<file path="src/rtl/sipo_frame_ctrl.sv">
// sipo_frame_ctrl: serial frame receiver (start bit, WIDTH data bits MSB-first, stop bit)
// with a holding register offered on a valid/ready handshake and sticky error flags.
// Optional even-parity stage between data and stop: define SIPO_PARITY_EN.
module sipo_frame_ctrl #(
    parameter int unsigned WIDTH = 4
) (
    input  logic             clk,
    input  logic             rst,
    input  logic             bit_en,
    input  logic             si,
    input  logic             po_ready,
    input  logic             clr_err,
    output logic [WIDTH-1:0] po,
    output logic             po_valid,
    output logic             busy,
    output logic             frame_err,
    output logic             overrun,
    output logic             parity_err
);
    localparam int unsigned CW = (WIDTH > 2) ? $clog2(WIDTH) : 1;
    localparam logic [CW-1:0] LAST_CNT = CW'(WIDTH - 1);

    typedef enum logic [1:0] {S_IDLE, S_DATA, S_PARITY, S_STOP} state_t;

    state_t           r_state;
    logic [WIDTH-1:0] r_shreg;
    logic [CW-1:0]    r_cnt;
    logic             r_busy;
    logic [WIDTH-1:0] r_po;
    logic             r_po_valid;
    logic             r_frame_err;
    logic             r_overrun;

    logic w_stop_smp;
    logic w_good;
    logic w_ferr;
    logic w_load;
    logic w_ovr;

    assign w_stop_smp = bit_en && (r_state == S_STOP);
    assign w_ferr     = w_stop_smp && !si;

`ifdef SIPO_PARITY_EN
    logic r_par_bad;
    logic r_parity_err;
    logic w_perr;

    // Data XOR parity bit must be zero for even parity
    assign w_perr = bit_en && (r_state == S_PARITY) && ((^r_shreg) ^ si);
    assign w_good = w_stop_smp && si && !r_par_bad;
`else
    assign w_good = w_stop_smp && si;
`endif

    // A good word is taken if the holding register is free or being drained this edge
    assign w_load = w_good && (!r_po_valid || po_ready);
    assign w_ovr  = w_good && r_po_valid && !po_ready;

    // Frame sequencer: start detect, data shifting, optional parity, stop check
    always_ff @(posedge clk or negedge rst) begin
        if (!rst) begin
            r_state <= S_IDLE;
            r_shreg <= '0;
            r_cnt   <= '0;
            r_busy  <= 1'b0;
`ifdef SIPO_PARITY_EN
            r_par_bad <= 1'b0;
`endif
        end else if (bit_en) begin
            case (r_state)
                S_IDLE: begin
                    if (!si) begin
                        r_state <= S_DATA;
                        r_cnt   <= '0;
                        r_busy  <= 1'b1;
                    end
                end
                S_DATA: begin
                    r_shreg <= {r_shreg[WIDTH-2:0], si};
                    if (r_cnt == LAST_CNT) begin
                        r_cnt <= '0;
`ifdef SIPO_PARITY_EN
                        r_state <= S_PARITY;
`else
                        r_state <= S_STOP;
`endif
                    end else begin
                        r_cnt <= r_cnt + CW'(1);
                    end
                end
`ifdef SIPO_PARITY_EN
                S_PARITY: begin
                    r_par_bad <= w_perr;
                    r_state   <= S_STOP;
                end
`endif
                S_STOP: begin
                    r_state <= S_IDLE;
                    r_busy  <= 1'b0;
`ifdef SIPO_PARITY_EN
                    r_par_bad <= 1'b0;
`endif
                end
                default: begin
                    r_state <= S_IDLE;
                    r_busy  <= 1'b0;
                end
            endcase
        end
    end

    // Holding register and valid/ready handshake, active on every edge
    always_ff @(posedge clk or negedge rst) begin
        if (!rst) begin
            r_po       <= '0;
            r_po_valid <= 1'b0;
        end else if (w_load) begin
            r_po       <= r_shreg;
            r_po_valid <= 1'b1;
        end else if (r_po_valid && po_ready) begin
            r_po_valid <= 1'b0;
        end
    end

    // Sticky error flags; a new event wins over a simultaneous clear
    always_ff @(posedge clk or negedge rst) begin
        if (!rst) begin
            r_frame_err <= 1'b0;
            r_overrun   <= 1'b0;
        end else begin
            r_frame_err <= w_ferr || (r_frame_err && !clr_err);
            r_overrun   <= w_ovr || (r_overrun && !clr_err);
        end
    end

`ifdef SIPO_PARITY_EN
    // Sticky parity flag, raised on the parity sample
    always_ff @(posedge clk or negedge rst) begin
        if (!rst) begin
            r_parity_err <= 1'b0;
        end else begin
            r_parity_err <= w_perr || (r_parity_err && !clr_err);
        end
    end

    assign parity_err = r_parity_err;
`else
    assign parity_err = 1'b0;
`endif

    assign po        = r_po;
    assign po_valid  = r_po_valid;
    assign busy      = r_busy;
    assign frame_err = r_frame_err;
    assign overrun   = r_overrun;

endmodule

</file>
<file path="config.mk">
export PLATFORM = sky130hd
export DESIGN_NAME = sipo_frame_ctrl
export DESIGN_NICKNAME = d
export VERILOG_FILES = /design/src/rtl/sipo_frame_ctrl.sv
export SDC_FILE = /design/constraint.sdc
export NUM_CORES = 1
export LEC_CHECK = 0
export BUFFER_PORTS_ARGS = -buffer_cell sky130_fd_sc_hd__buf_2
export CORE_AREA = 2 2 42 44
export CTS_BUF_LIST = sky130_fd_sc_hd__clkbuf_16
export CTS_CLUSTER_DIAMETER = 150
export DETAILED_ROUTE_END_ITERATION = 10
export DIE_AREA = 0 0 44 46
export GPL_ROUTABILITY_DRIVEN = 0
export PLACE_DENSITY = 0.69
export SETUP_SLACK_MARGIN = 0.05
export SYNTH_ARGS = -nofsm -noshare
export SYNTH_HDL_FRONTEND = slang
export SYNTH_SLANG_ARGS = --single-unit
</file>
<file path="constraint.sdc">
create_clock -name clk -period 1.1 [get_ports clk]
set_input_delay 0.22 -clock clk [delete_from_list [all_inputs] [get_ports clk]]
set_output_delay 0.22 -clock clk [all_outputs]
set_load 0.03 [all_outputs]
</file>
After elaboration in Yosys (flattened, before gate mapping)
Index checks and enable logic that the tools add are counted.
Widths: inputs -> output; s select.
{ "totals": {"output_inout_bits": 9, "ff_bits": 16, "ramBits": 0, "elab_cells": 48, "latch_bits": 0, "in_bits": 6, "n_memories": 0, "mem_bits_ro": 0} }
{ "classes": {"n_addsub": 1, "mul": 0, "bitwise_logic": 1, "n_lt_le_gt_ge": 0, "n_div": 0, "reduce_logical": 23, "n_shift": 0, "n_eq_ne": 5, "muxes": 10} }
{ "ops": {"columns": ["operator", "count"], "rows": [
  ["$logic_and 1x1->1", 9],
  ["$reduce_and 3->1", 3],
  ["$mux 2", 4],
  ["$pmux 2 s2", 2],
  ["$eq 2x2->1 const B", 2],
  ["$logic_not 1->1", 4],
  ["$ne 2x2->1 const B", 2],
  ["$reduce_bool 2->1", 2],
  ["$logic_or 1x1->1", 3],
  ["$mux 1", 3],
  ["$add 2x1->2 const B", 1],
  ["$eq 2x1->1 const B", 1],
  ["$logic_not 2->1", 1],
  ["$pmux 1 s2", 1],
  ["$reduce_and 2->1", 1],
  ["$not 1->1", 1]
]} }

Logic depth before layout (Yosys ltp)
Gate-level depths: netlist of run 1.
{ "depth": {"word_depth": 6, "mapped_depth": 4, "depth_no_buf": 3} }

Worst setup path after synthesis of run 1
OpenSTA, ideal clock, no wires.
{ "synth_path": {"path_kind": "register to register", "from": "reg r_po_valid (netlist: po_valid)", "to": "reg r_po[0] (netlist: po[0])", "required_time_ns": 0.975, "setup_slack_ns": -0.156, "path_stages_with_launch": 4, "setup_ns": 0.125, "period_less_slack_ns": 1.256, "path_buffers": 0, "t_arrival_ns": 1.131, "cell_sequence": "dfrtp_1 > nand2b_1 > nor2b_4 > mux2_2"} }
{ "synth_between": {"elab_chain_cells": 3} }
{ "synth_lines": {"columns": ["item", "line_no", "source"], "rows": [
  ["start: declaration", "30", "logic r_po_valid;"],
  ["start signal: assignment", "116", "r_po_valid <= 1'b0;"],
  ["start signal: assignment", "119", "r_po_valid <= 1'b1;"],
  ["start signal: assignment", "121", "r_po_valid <= 1'b0;"],
  ["$logic_not 1->1", "56", "assign w_load = w_good && (!r_po_valid || po_ready);"],
  ["$logic_or 1x1->1", "56", null],
  ["$logic_and 1x1->1", "56", null],
  ["end signal: assignment", "118", "r_po <= r_shreg;"],
  ["end: declaration", "29", "logic [WIDTH-1:0] r_po;"]
]} }
No other way between the ends.
A chain may end at the register's enable or synchronous reset.

Worst setup path in the final report of run 1
{ "layout_path": {"from": "reg r_state[1]", "to": "reg r_shreg[0]"} }
{ "layout_between": {"elab_chain_cells": 2} }
{ "layout_lines": {"columns": ["item", "line_no", "source"], "rows": [
  ["start: declaration", "25", "state_t r_state;"],
  ["start signal: assignment", "62", "r_state <= S_IDLE;"],
  ["start signal: assignment", "73", "r_state <= S_DATA;"],
  ["start signal: assignment", "85", "r_state <= S_STOP;"],
  ["$eq 2x1->1", "70", "case (r_state)"],
  ["$reduce_and 2->1 (no source line)", null, null],
  ["end signal: assignment", "79", "r_shreg <= {r_shreg[WIDTH-2:0], si};"],
  ["end: declaration", "26", "logic [WIDTH-1:0] r_shreg;"]
]} }
No other way between the ends.

==> flow_summary.ini, run 1 <==
[critical_path]
cpMaxStageDelayCell = sky130_fd_sc_hd__dfrtp_2
cp_delay_by_family_top = flip-flops
critical_path_arrival_ns = 1.33
critical_path.max_fanout = 5
crit_type = reg2reg
cp_slowest_stage_delay_ns = 0.43
regToRegSetupSlack_ns = -0.10
required_time_reported_for_the_critical_path_endpoint_ns = 1.23
path_depth = 2
critical_path.n_buffers_inverters = 0
end_kind = flop
worstRegToRegCells = 2
r2r-start = r_state[1]
timing.critical_path.from_type = flop
critical_register_to_register_path_endpoint = r_shreg[0]
path_cells = and3b_2 -> mux2_4

[cells_and_area]
multi_input_comb_area_um2 = 270.3
final_common_cell = sky130_fd_sc_hd__dfrtp_1
regArea_um2 = 402.9
layout.nets = 83
layout_filler_cell_count = 137
area.growth.synth_to_final_pct = 36.08
layout_common_cells = sky130_fd_sc_hd__dfrtp_1, sky130_fd_sc_hd__buf_2, sky130_fd_sc_hd__buf_4
count_of_inserted_antenna_diode_cells = 0
fin_util_pct = 57.60
layout_cells_sized_above_1_pct = 50.67

[drt]
num_vias = 471
wl_per_cell_um = 14.02
number_of_optimization_iterations_in_the_first_detailed_route_pass = 4
finalWirelength_um = 1290
drc_viols = 0
ant_nets = 0
initialDrtViolationCount = 1
vias_per_cell = 5.120

[logic_synthesis]
yosys-mux-area-fraction_pct = 15.38
yosys.area_share.adder_pct = 1.832
synth-seq-area-share_pct = 58.61
main_combinational_cell_family_by_area_after_synthesis = multiplexers
synth_simple_gate_area_share_pct = 9.707
synth-compound-area-share_pct = 8.974
synthesis.nets = 58
synth_cell_types = 20
yosys_warnings = 0
synthXorXnorAreaFrac_pct = 0
synthesis.area_per_instance_um2 = 13.40
post_synth_instance_area_um2 = 683.2
syn-instance-count = 51
ys_ff_latch = 16

[global_route]
antenna_violations_before_repair = 0
grt_max_degree = 17
grt_overflow = 0
track_usage_pct = 15.05
grt_pass1_wl_um = 2035
grt_pass1_vias = 437

[clock_tree]
tritoncts = done
root_buffer = sky130_fd_sc_hd__clkbuf_16
cts_buffer_depth = 2
cts.sinks = 16
htree_num_levels = 1
insertion_delay_ns = 0.25
cts_made_buffers = 3
worst_setup_hold_path_clk_slew_ns = 0.05

[floorplan]
core_area_um2 = 1614
die_area_um2 = 2024
die_height_um = 46
rows = 15
top_level_port_count = 15
start_util_pct = 42.33
die_width_um = 44

[sta]
rsz0062_at_grt = yes
clock.fmax_mhz = 830.2
fin_worst_skew_ns = 0.0009202
final_min_period_over_clock_period_pct = 109.5
final-max-slew-violation-count = 0
setup_viol_count_final = 11
final.setup.worst_slack_ns = -0.1046
finalCriticalPeriod_ns = 1.205
finalHoldViolCount = 0
fin_worst_hold_slack_ns = 0.1797

[worst_hold_path]
timing.hold.worst_endpoint = frame_err
worst_hold_path.num_cells = 2
worst_hold_path_type = in2reg
hold_path.startpoint = clr_err

[pwr]
worst_case_vdd_ir_drop_mv = 1.183
p_leak_nw = 0.4659
cellPowerDensity_nw_per_um2 = 2871

[status]
violations_in_the_final_reports = negative setup slack
run_status = finished, violations left

[job]
maxCapViolations = 0

[placement]
port_buffers = 13
==> cells by family (layout without fill, tap and decap cells) <==
logic type	after synthesis	count (layout)
flip-flops	16	16
AND/OR/NAND/NOR	10	10
adder cells (fa/ha/maj)	1	1
buffers and inverters	6	30
multiplexers	8	8
AO/OA/AOI/OAI	9	9
other	1	1
==> routing by layer <==
| metal | wire length [um] | global-route usage, % | vias to the layer above |
|---|---|---|---|
| met3 | 80 | 4.762 | 5 |
| met4 | 36 | 10.91 | 0 |
| met5 | 0 | 0 | - |
| li1 | - | - | 222 |
| met1 | 579 | 19.40 | 228 |
| met2 | 593 | 21.18 | 16 |
==> registers in the layout, summed over array words and instances, names as in the netlist <==
register,count
busy,1
frame_err,1
overrun,1
po,4
po_valid,1
r_cnt,2
r_shreg,4
r_state,2
==> worst reg2reg max path, delay by kind of cell, from the launching register on <==
family	cells	cell delay [ns]
muxes	1	0.32
DFF	1	0.43
and+or+nand+nor	1	0.33
==> area by class of cell <==
cell class                 count  share of cell area, %
sequential                    16                  43.34
timing repair buffer          22                  15.21
clock inverter                 1                 0.4038
tap                           17                  2.288
multi-input combinational     29                  29.07
inverter                       4                  1.615
clock buffer                   3                  8.075
==> Yosys cell counts <==
cell type	count	area share, %
sky130_fd_sc_hd__nand2b_1	2	1.8
sky130_fd_sc_hd__a2bb2oi_1	1	1.3
sky130_fd_sc_hd__o21ai_0	1	0.73
sky130_fd_sc_hd__and3b_1	1	1.3
sky130_fd_sc_hd__buf_6	1	1.6
sky130_fd_sc_hd__mux2_2	4	6.6
sky130_fd_sc_hd__nand2_1	3	1.6
sky130_fd_sc_hd__nand4_2	1	1.8
sky130_fd_sc_hd__dfrtp_1	16	59
sky130_fd_sc_hd__a21oi_1	2	1.5
sky130_fd_sc_hd__conb_1	1	0.55
sky130_fd_sc_hd__ha_1	1	1.8
sky130_fd_sc_hd__nor2b_4	1	2.0
sky130_fd_sc_hd__inv_1	4	2.2
sky130_fd_sc_hd__o22ai_1	2	1.8
sky130_fd_sc_hd__o211ai_1	1	1.1
sky130_fd_sc_hd__mux2_4	4	8.8
sky130_fd_sc_hd__buf_4	1	1.1
sky130_fd_sc_hd__nor2_1	2	1.1
sky130_fd_sc_hd__a22o_1	2	2.6
==> stage by stage <==
stage | instance area [um2] | instances | setup WS [ns] | setup TNS [ns] | total power [mW]
finish | 929.6 | 92 | -0.1046 | -0.8698 | 2.669
global placement | 804.5 | 86 | -0.1129 | -0.9840 | 1.883
global route | 929.6 | 92 | -0.1361 | -1.256 | 2.824
detailed placement | 804.5 | 86 | -0.1510 | -1.402 | 1.916
floorplan | 684.4 | 51 | -0.1136 | -0.7370 | 1.645
CTS | 910.9 | 92 | -0.1123 | -1.040 | 2.661
==> how the worst max path moves through the flow <==
stage | startpoint | to | slack [ns]
3_3_place_gp | r_state[1] | r_shreg[2] | -0.11
3_5_place_dp | r_state[1] | r_shreg[1] | -0.15
2_1_floorplan | po_valid | po[0] | -0.11
4_1_cts | r_state[1] | po[2] | -0.11
5_1_grt | r_state[1] | r_shreg[0] | -0.14
6_report | r_state[1] | r_shreg[0] | -0.10
==> power breakdown <==
part           switching, mW  total (mW)  internal, mW  leakage, nW
clock network          0.220       0.701         0.482       0.0385
registers              0.163       0.998         0.835        0.196
logic                  0.472       0.970         0.497        0.231
==> repair_timing <==
action / in CTS / in global routing
endpoints found under the setup margin: 11 / 12
pin swaps: 1 / 0
setup buffers: 1 / 0
hold buffers: 1 / 0
endpoints found under the hold margin: 16 / 0
resized for setup: 2 / 6
Note: power is estimated with default switching activity, not from simulation.
==> inputs of run 2 (changes only) <==
--- a/config.mk
+++ b/config.mk
@@ -11,2 +11,3 @@
 export CTS_CLUSTER_DIAMETER = 150
+export CTS_CLUSTER_SIZE = 24
 export DETAILED_ROUTE_END_ITERATION = 10
==> constraint.sdc (replaced) <==
create_clock -name clk -period 1.1 [get_ports clk]
set_input_delay 0.055 -clock clk [delete_from_list [all_inputs] [get_ports clk]]
set_output_delay 0.055 -clock clk [all_outputs]
set_load 0.03 [all_outputs]
==> flow_summary.ini, run 2 (synthesis results as in run 1) <==
[sta]
setup-tns-final_ns = -0.9076
setup_viol_count_final = 11
rsz0062_at_grt = yes
finalCriticalPeriod_ns = 1.206
final-max-slew-violation-count = 0
clock.fmax_mhz = 829.4
finalHoldViolCount = 0
fin_worst_skew_ns = 0.001170
final.setup.worst_slack_ns = -0.1056
fin_worst_hold_slack_ns = 0.01948
final_min_period_over_clock_period_pct = 109.6

[pwr]
p_leak_nw = 0.4624
cellPowerDensity_nw_per_um2 = 2910
worst_case_vdd_ir_drop_mv = 1.587
fin_total_pwr_mw = 2.676

[floorplan]
start_util_pct = 42.33
die_width_um = 44
rows = 15
core_area_um2 = 1614
die_area_um2 = 2024
top_level_port_count = 15
die_height_um = 46

[cells_and_area]
count_of_inserted_antenna_diode_cells = 0
area.growth.synth_to_final_pct = 34.62
layout.nets = 83
regArea_um2 = 402.9
layout_cells_sized_above_1_pct = 49.33
final_common_cell = sky130_fd_sc_hd__dfrtp_1
finish.instance_area_um2 = 919.6
multi_input_comb_area_um2 = 266.5
layout_common_cells = sky130_fd_sc_hd__dfrtp_1, sky130_fd_sc_hd__buf_2, sky130_fd_sc_hd__buf_4
layout_filler_cell_count = 139

[critical_path]
crit_path_start = r_state[1]
required_time_reported_for_the_critical_path_endpoint_ns = 1.23
cpMaxStageDelayCell = sky130_fd_sc_hd__dfrtp_2
critical_path_arrival_ns = 1.33
path_cells = and3b_2 -> mux2_4
critical_path.n_buffers_inverters = 0
end_kind = flop
crit_type = reg2reg
r2r-start = r_state[1]
critical_path.max_fanout = 5
cp_delay_by_family_top = flip-flops
timing.critical_path.from_type = flop
cp_slowest_stage_delay_ns = 0.44

[drt]
initialDrtViolationCount = 7
num_vias = 461
wl_per_cell_um = 13.82
number_of_optimization_iterations_in_the_first_detailed_route_pass = 4
ant_nets = 0
vias_per_cell = 5.011
finalWirelength_um = 1271
drc_viols = 0

[clock_tree]
htree_num_levels = 1
insertion_delay_ns = 0.24
cts_buffer_depth = 2
cts.sinks = 16
tritoncts = done
cts_made_buffers = 3
worst_setup_hold_path_clk_slew_ns = 0.05
root_buffer = sky130_fd_sc_hd__clkbuf_16

[global_route]
track_usage_pct = 14.29
grt_overflow = 0
grt_max_degree = 17
grt_use_met2_pct = 22.65
grt_pass1_wl_um = 1987
top_usage_layer = met2
use_met1_pct = 17.04
antenna_violations_before_repair = 0
met3_usage_pct = 3.968
grt_pass1_vias = 439

[job]
maxCapViolations = 0

[worst_hold_path]
worst_hold_path_type = in2reg
hold_path.startpoint = clr_err

[status]
violations_in_the_final_reports = negative setup slack
run_status = finished, violations left

[placement]
place.detailed.hpwl_um = 833.2
port_buffers = 13
dpl-instance-area_um2 = 797.0
dp_slack_ns = -0.1486
-- run 2: cell counts in the layout (fill, tap and decap cells not counted) --
No cell type changed its count.
-- run 2: layer usage --
metal | up-vias | wire, um
li1 | 225 | -
met3 | 2 | 71
met1 | 221 | 593
met2 | 13 | 594
met4 | 0 | 11
met5 | - | 0
-- run 2: power by group --
group | internal [mW] | switching (mW)
clock | 0.481 | 0.215
sequential | 0.834 | 0.170
combinational | 0.509 | 0.467
-- run 2: area by class of cell --
type | count | area share (%)
clock buffers | 3 | 8.163
clock inverters | 1 | 0.4082
inverters | 4 | 1.633
multi-input cells | 29 | 28.98
flip-flops and latches | 16 | 43.81
well taps | 17 | 2.313
repair buffers | 22 | 14.69
-- run 2: worst reg2reg max path, stage by stage, from the launching register on --
cell	delay, ns
sky130_fd_sc_hd__dfrtp_2	0.44
sky130_fd_sc_hd__and3b_2	0.34
sky130_fd_sc_hd__mux2_4	0.31
-- run 2: worst paths after layout --
check                             end  slack [ns]  cells after the start
max                        r_shreg[3]       -0.11                      2
min                         frame_err        0.02                      2
max in group asynchronous    po_valid        0.56                      2
max reg2reg                r_shreg[3]       -0.11                      2
min in group asynchronous  r_shreg[0]        0.25                      2
min reg2reg                     po[1]        0.50                      1
-- run 2: what timing repair did --
action | 4_1_cts | 5_1_grt
endpoints found under the setup margin | 11 | 11
gates resized for setup | 3 | 2
pin swaps | 1 | 1
endpoints found under the hold margin | 16 | 0
hold buffers | 1 | 0
buffers inserted | 2 | 0
-- run 2: metrics by stage --
stage               util, %  instances
floorplan                 -         51
global placement      49.38         85
detailed placement    49.38         85
CTS                   56.67         92
global route          56.98         92
finish                56.98         92
